File: src/rtl/sample_iterator.sv
// Raster-walks a triangle's snapped bounding box at the current subsample step,
// emitting SAMPS x-adjacent sample positions per cycle to the sample test stage.
module sample_iterator #(
  parameter int SIGFIG = 24,
  parameter int RADIX  = 10,
  parameter int VERTS  = 3,
  parameter int AXIS   = 3,
  parameter int COLORS = 3,
  parameter int SAMPS  = 4
) (
  input  logic                                          clk,
  input  logic                                          rst,
  input  logic signed [VERTS-1:0][AXIS-1:0][SIGFIG-1:0] tri_R14S,
  input  logic        [COLORS-1:0][SIGFIG-1:0]          color_R14U,
  input  logic signed [1:0][1:0][SIGFIG-1:0]            box_R14S,
  input  logic                                          validTri_R14H,
  input  logic        [3:0]                             subSample_RnnnnU,
  output logic                                          halt_RnnnnH,
  output logic signed [VERTS-1:0][AXIS-1:0][SIGFIG-1:0] tri_R16S,
  output logic        [COLORS-1:0][SIGFIG-1:0]          color_R16U,
  output logic signed [1:0][SAMPS-1:0][SIGFIG-1:0]      sample_R16S,
  output logic        [SAMPS-1:0]                       validSamp_R16H
);

  typedef enum logic {WAIT_STATE = 1'b0, TEST_STATE = 1'b1} state_t;

  state_t state_r, next_state_s;

  logic [VERTS-1:0][AXIS-1:0][SIGFIG-1:0] tri_r;
  logic [COLORS-1:0][SIGFIG-1:0]          color_r;
  logic signed [SIGFIG-1:0] ll_x_r, ll_y_r, ur_x_r, ur_y_r, cur_x_r, cur_y_r;

  logic [4:0]               shamt_s;
  logic signed [SIGFIG-1:0] step_s, samps_step_s;
  logic signed [SIGFIG-1:0] in_ll_x_s, in_ll_y_s, in_ur_x_s, in_ur_y_s;
  logic signed [SIGFIG-1:0] samp_x_s [SAMPS];
  logic [SAMPS-1:0]         samp_ok_s;
  logic                     degen_s, x_more_s, y_more_s;
  logic                     accept_s, adv_x_s, adv_y_s;

  assign halt_RnnnnH = (state_r == TEST_STATE);

  assign in_ll_x_s = $signed(box_R14S[0][0]);
  assign in_ll_y_s = $signed(box_R14S[0][1]);
  assign in_ur_x_s = $signed(box_R14S[1][0]);
  assign in_ur_y_s = $signed(box_R14S[1][1]);

  // Step decode and per-lane sample positions; multiples of step are shifts.
  always_comb begin
    case (subSample_RnnnnU)
      4'b1000: shamt_s = 5'(RADIX);
      4'b0100: shamt_s = 5'(RADIX - 1);
      4'b0010: shamt_s = 5'(RADIX - 2);
      4'b0001: shamt_s = 5'(RADIX - 3);
      default: shamt_s = 5'(RADIX);
    endcase
    step_s       = {{(SIGFIG-1){1'b0}}, 1'b1} << shamt_s;
    samps_step_s = SIGFIG'(SAMPS) << shamt_s;
    for (int i = 0; i < SAMPS; i++) begin
      samp_x_s[i]  = cur_x_r + (SIGFIG'(i) << shamt_s);
      samp_ok_s[i] = (samp_x_s[i] <= ur_x_r);
    end
    degen_s  = (in_ll_x_s > in_ur_x_s) || (in_ll_y_s > in_ur_y_s);
    x_more_s = ((cur_x_r + samps_step_s) <= ur_x_r);
    y_more_s = ((cur_y_r + step_s) <= ur_y_r);
  end

  // Next-state and cursor-control decode.
  always_comb begin
    next_state_s = state_r;
    accept_s     = 1'b0;
    adv_x_s      = 1'b0;
    adv_y_s      = 1'b0;
    case (state_r)
      WAIT_STATE: begin
        if (validTri_R14H && !degen_s) begin
          accept_s     = 1'b1;
          next_state_s = TEST_STATE;
        end else begin
          next_state_s = WAIT_STATE;
        end
      end
      TEST_STATE: begin
        if (x_more_s) begin
          adv_x_s = 1'b1;
        end else if (y_more_s) begin
          adv_y_s = 1'b1;
        end else begin
          next_state_s = WAIT_STATE;
        end
      end
      default: next_state_s = WAIT_STATE;
    endcase
  end

  // State register.
  always_ff @(posedge clk) begin
    if (rst) begin
      state_r <= WAIT_STATE;
    end else begin
      state_r <= next_state_s;
    end
  end

  // Triangle latch, cursor walk and registered batch outputs.
  always_ff @(posedge clk) begin
    if (rst) begin
      tri_r          <= '0;
      color_r        <= '0;
      ll_x_r         <= '0;
      ll_y_r         <= '0;
      ur_x_r         <= '0;
      ur_y_r         <= '0;
      cur_x_r        <= '0;
      cur_y_r        <= '0;
      tri_R16S       <= '0;
      color_R16U     <= '0;
      sample_R16S    <= '0;
      validSamp_R16H <= '0;
    end else begin
      if (accept_s) begin
        tri_r   <= tri_R14S;
        color_r <= color_R14U;
        ll_x_r  <= in_ll_x_s;
        ll_y_r  <= in_ll_y_s;
        ur_x_r  <= in_ur_x_s;
        ur_y_r  <= in_ur_y_s;
        cur_x_r <= in_ll_x_s;
        cur_y_r <= in_ll_y_s;
      end else if (adv_x_s) begin
        cur_x_r <= cur_x_r + samps_step_s;
      end else if (adv_y_s) begin
        cur_x_r <= ll_x_r;
        cur_y_r <= cur_y_r + step_s;
      end
      if (state_r == TEST_STATE) begin
        for (int i = 0; i < SAMPS; i++) begin
          sample_R16S[0][i] <= samp_x_s[i];
          sample_R16S[1][i] <= cur_y_r;
        end
        validSamp_R16H <= samp_ok_s;
        tri_R16S       <= tri_r;
        color_R16U     <= color_r;
      end else begin
        validSamp_R16H <= '0;
      end
    end
  end

endmodule

File: config.mk
export PLATFORM = sky130hd
export DESIGN_NAME = sample_iterator
export DESIGN_NICKNAME = d
export VERILOG_FILES = /design/src/rtl/sample_iterator.sv
export SDC_FILE = /design/constraint.sdc
export NUM_CORES = 2
export LEC_CHECK = 0
export CORE_AREA = 2 2 339 341
export CTS_CLUSTER_SIZE = 12
export DETAILED_ROUTE_END_ITERATION = 7
export DIE_AREA = 0 0 341 343
export GPL_ROUTABILITY_DRIVEN = 0
export PLACE_DENSITY_LB_ADDON = 0.15
export REMOVE_ABC_BUFFERS = 1
export SYNTH_ARGS = -nofsm -noshare
export SYNTH_HDL_FRONTEND = slang
export SYNTH_SLANG_ARGS = --single-unit
File: constraint.sdc
create_clock -name clk -period 8.65 [get_ports clk]
set_clock_uncertainty 0.05 [all_clocks]
set_input_delay 2.595 -clock clk [delete_from_list [all_inputs] [get_ports clk]]
set_output_delay 2.595 -clock clk [all_outputs]
set_load 0.02 [all_outputs]
==> summary by stage <==
Finish
The post-route netlist has 4.72% of its cells at a drive strength greater than 1. The final standard cell utilization of the core is between 40 and 50%. The number of nets in the finished design is 5,817. The filler cells instantiated in the layout total 11,234. The final standard cell area without fillers is 51,000 sq um. Relative to the synthesized area, the layout overhead comes to 34.3%.

Logic synthesis
For this run, asynchronously set or reset flops after synthesis account for 0%. The cell area that synthesis handed to floorplanning was 38,000 sq um. The average footprint of a synthesized cell is between 8 and 9 sq um. The most common flop cell mapped by yosys is dfxtp_1. Sorting the synthesized cells by area gives the leading types as dfxtp_1 43%, mux2i_1 11%, ha_1 8.6%. Counting flops and latches in the post-synthesis netlist gives 819. The number of different library cells used by synthesis comes to 86. The number of warning messages in the yosys log is 0. The synthesized design devotes to its leading area cell type 43.2% of total area.

The share of the Yosys chip area taken by registers is 43.2%. In the synthesized netlist, the number of instances is 4,410. The cell accounting for the most synthesized area is dfxtp_1. Counting instances in the post-synthesis netlist gives the leading cell types as 850 x nand2_1, 819 x dfxtp_1, 508 x nor2_1. Among all cell types in the netlist, the one instantiated most often is nand2_1. The number of enable flip-flop cells after synthesis is 0.

Clock tree
Counting along the longest clock path gives a buffer depth of 3. The count of hold buffers inserted by post-cts repair is 0. The clock reaches the later pin of the worst-skew pair after 670 ps.

The number of gates resized after CTS was 0. The clock sink count is 819. TritonCTS built the clock tree. The root buffer cell chosen for the clock tree is clkbuf_16. The post-CTS setup repair buffer count is 0. The H-tree was split into 3 levels.

The CTS clock-pin slew for the worst setup and hold paths is 60 ps. The number of buffers created by CTS is 94.

Critical path
The worst setup path is launched from an input pin. Traced cell by cell, the critical path runs through clkdlybuf4s50_1 > nor4b_2 > nor2_1 > inv_1 > nor2_1 > ha_1 > o21a_1 > o41a_1 > o21ai_0 > o21ai_1 > nand3_1 > or3_1 > nand2_1 > ha_1 > nand4_1 > nor3_1 > a22oi_1 > o211ai_1 > mux2_2 > or2_2 > nor2_1 > nand2_1 > buf_4 > o22ai_1. The largest single stage delay on the critical path is 510 ps. The critical path is of the in -> reg type. The critical path capture point type is a flip-flop.

Of all nets on the critical path, the largest fanout is 9. The critical path arrival is 8260 ps. The most numerous cell type found on the critical path is nor2_1.

The worst endpoint required time is 9170 ps. The slowest library cell on the worst path is nor4b_2. The setup check on the worst reg-to-reg path leaves a slack of 3380 ps.

STA
Setup violations remaining at the end of the flow were counted as 0. Of the available clock period, the critical path in the final layout requires between 80% and 90%. The worst-case headroom to the max-slew limit is 25.2%. The hold violation total from the final report is 0. Setup repair after global routing left no endpoint under its margin. For the pin with the worst max-slew slack, the measured transition is 1120 ps. The maximum frequency from static timing analysis is 129 MHz. The clock period could shrink to 7740 ps. The worst setup margin is between 900 and 1000 ps. In the final timing run, aggregate negative setup slack is 0 ps.

The max-slew violation count came to 0.

Route
The detailed-route wire length per cell is between 20 and 25 um. Wires add up to 142,000 um. The detailed-route DRC error count is 0. For this block, the via count after detailed routing is ~33,000. The first-pass iteration count of the detailed router is 5.

Using the TritonRoute via totals, the vias-per-cell ratio works out to 4.92. The violation count after the first detailed-route iteration is 1,899. The count of nets left with antenna violations once routing finished came out at 0.

Die
Once the floorplan was initialized, standard cells occupied 33.5% of the core. The die is between 300 and 400 um wide. The floorplan step set the die height to 343 um.

The floorplan die area is 117,000 sq um. After floorplanning, the core was sized to cover 113,000 sq um. The boundary pin count is roughly 880. After floorplanning, the core was divided into 124 placement rows.

Pwr
The leakage dissipation is 19.0 nW. In this run the power density over the cells is 224 nW/um^2. VDD sags by at most about 0.00015 V. The overall power consumption is 11.4 mW.

Placed design
Detailed placement ended at an HPWL of approximately 110,000 um. After detailed placement, the total cell area comes to around 48,000 sq um. The worst slack at placement is approximately 260 ps.

During placement, the flow inserted port buffers numbering about 880.

GRT
The largest net degree at the start of global routing is 154. Global routing used 23.2% of the available tracks. The initial antenna violation count was 44. The overall overflow remaining after global route is 0. The via count of the first global-routing pass was 31,727. The first global-routing pass estimated roughly 200,000 um of wire.

Run
The max-cap violation count is 0.

Run status
The run finished with clean final reports.

Hold path
In this run the worst hold path is classified as reg -> reg.
[worst max-delay path, delay by kind of cell]
| family | cells | cell delay, ps |
|---|---|---|
| AO/OA/AOI/OAI | 7 | 1370 |
| adder cells (fa/ha/maj) | 2 | 500 |
| buffers and inverters | 3 | 850 |
| multiplexers | 1 | 380 |
| AND/OR/NAND/NOR | 11 | 2570 |
[logic make-up (layout without fill, tap and decap cells)]
kind of cell / after synthesis / in the layout / synth area share [%]
adder cells (fa/ha/maj): 267 / 267 / 8.89
other: 2 / 73 / 0.0198
flip-flops: 819 / 819 / 43.2
multiplexers: 418 / 418 / 11.1
AO/OA/AOI/OAI: 798 / 798 / 12.6
buffers and inverters: 457 / 1221 / 5.57
XOR/XNOR: 92 / 92 / 2.12
AND/OR/NAND/NOR: 1557 / 1557 / 16.6
[path summary, 6_finish.rpt]
check	start	endpoint	cells past startpoint
worst min register to register	ll_x_r[12]	ll_x_r[12]	2
worst max register to register	cur_x_r[10]	cur_x_r[8]	18
worst min-delay path	ll_x_r[12]	ll_x_r[12]	2
worst max-delay path	subSample_RnnnnU[3]	cur_x_r[8]	24
[final cells by class]
cell class / count / area [sq um] / area share, %
sequential: 819 / 16400 / 32.1
clock buffer: 143 / 2820 / 5.52
inverter: 130 / 488 / 0.957
timing repair buffer: 921 / 9270 / 18.2
tap: 1512 / 1890 / 3.71
clock inverter: 27 / 379 / 0.743
antenna: 12 / 30.0 / 0.0589
multi-input combinational: 3193 / 19700 / 38.7
[placed cells by master, fill, tap and decap left out, drive strengths merged, types with 17 or more instances in the layout]
master           n
nor3            33
inv            133
nand2          850
nand3           33
clkdlybuf4s50  874
o21ai           59
a21oi          495
nand4           42
o21a            27
ha             262
a311oi          24
nor2           511
dfxtp          819
conb            61
mux2i          405
o211ai          17
xnor2           58
buf             47
clkbuf         143
a21o            48
xor2            34
[through the flow]
| step | hold slack, ps | std cells |
|---|---|---|
| finish | 402 | 6757 |
| floorplan | 376 | 4142 |
| detailed placement | 395 | 6575 |
| global placement | 392 | 6575 |
| global route | 417 | 6749 |
| CTS | 403 | 6745 |
[flip-flops by register name (all words and copies together) (netlist names), 4 cells and up]
| register | flops |
|---|---|
| ll_x_r | 24 |
| ur_y_r | 24 |
| color_R16U | 72 |
| validSamp_R16H | 4 |
| tri_R16S | 216 |
| color_r | 72 |
| tri_r | 216 |
| sample_R16S | 118 |
| cur_x_r | 24 |
| cur_y_r | 24 |
| ur_x_r | 24 |
[power breakdown]
part,total [mW],switching (mW),internal (mW)
Combinational,3.09,1.74,1.35
Clock,4.12,1.69,2.43
Sequential,4.21,0.223,3.99
[metal layers]
metal	vias up	GRT usage, %	share of wire (%)
li1	16379	-	-
met1	15742	27.6	41
met2	883	40.6	49
met3	230	6.19	7.1
met4	42	7.18	2.9
met5	-	0	0.20
(Power assumes the default switching activity.)
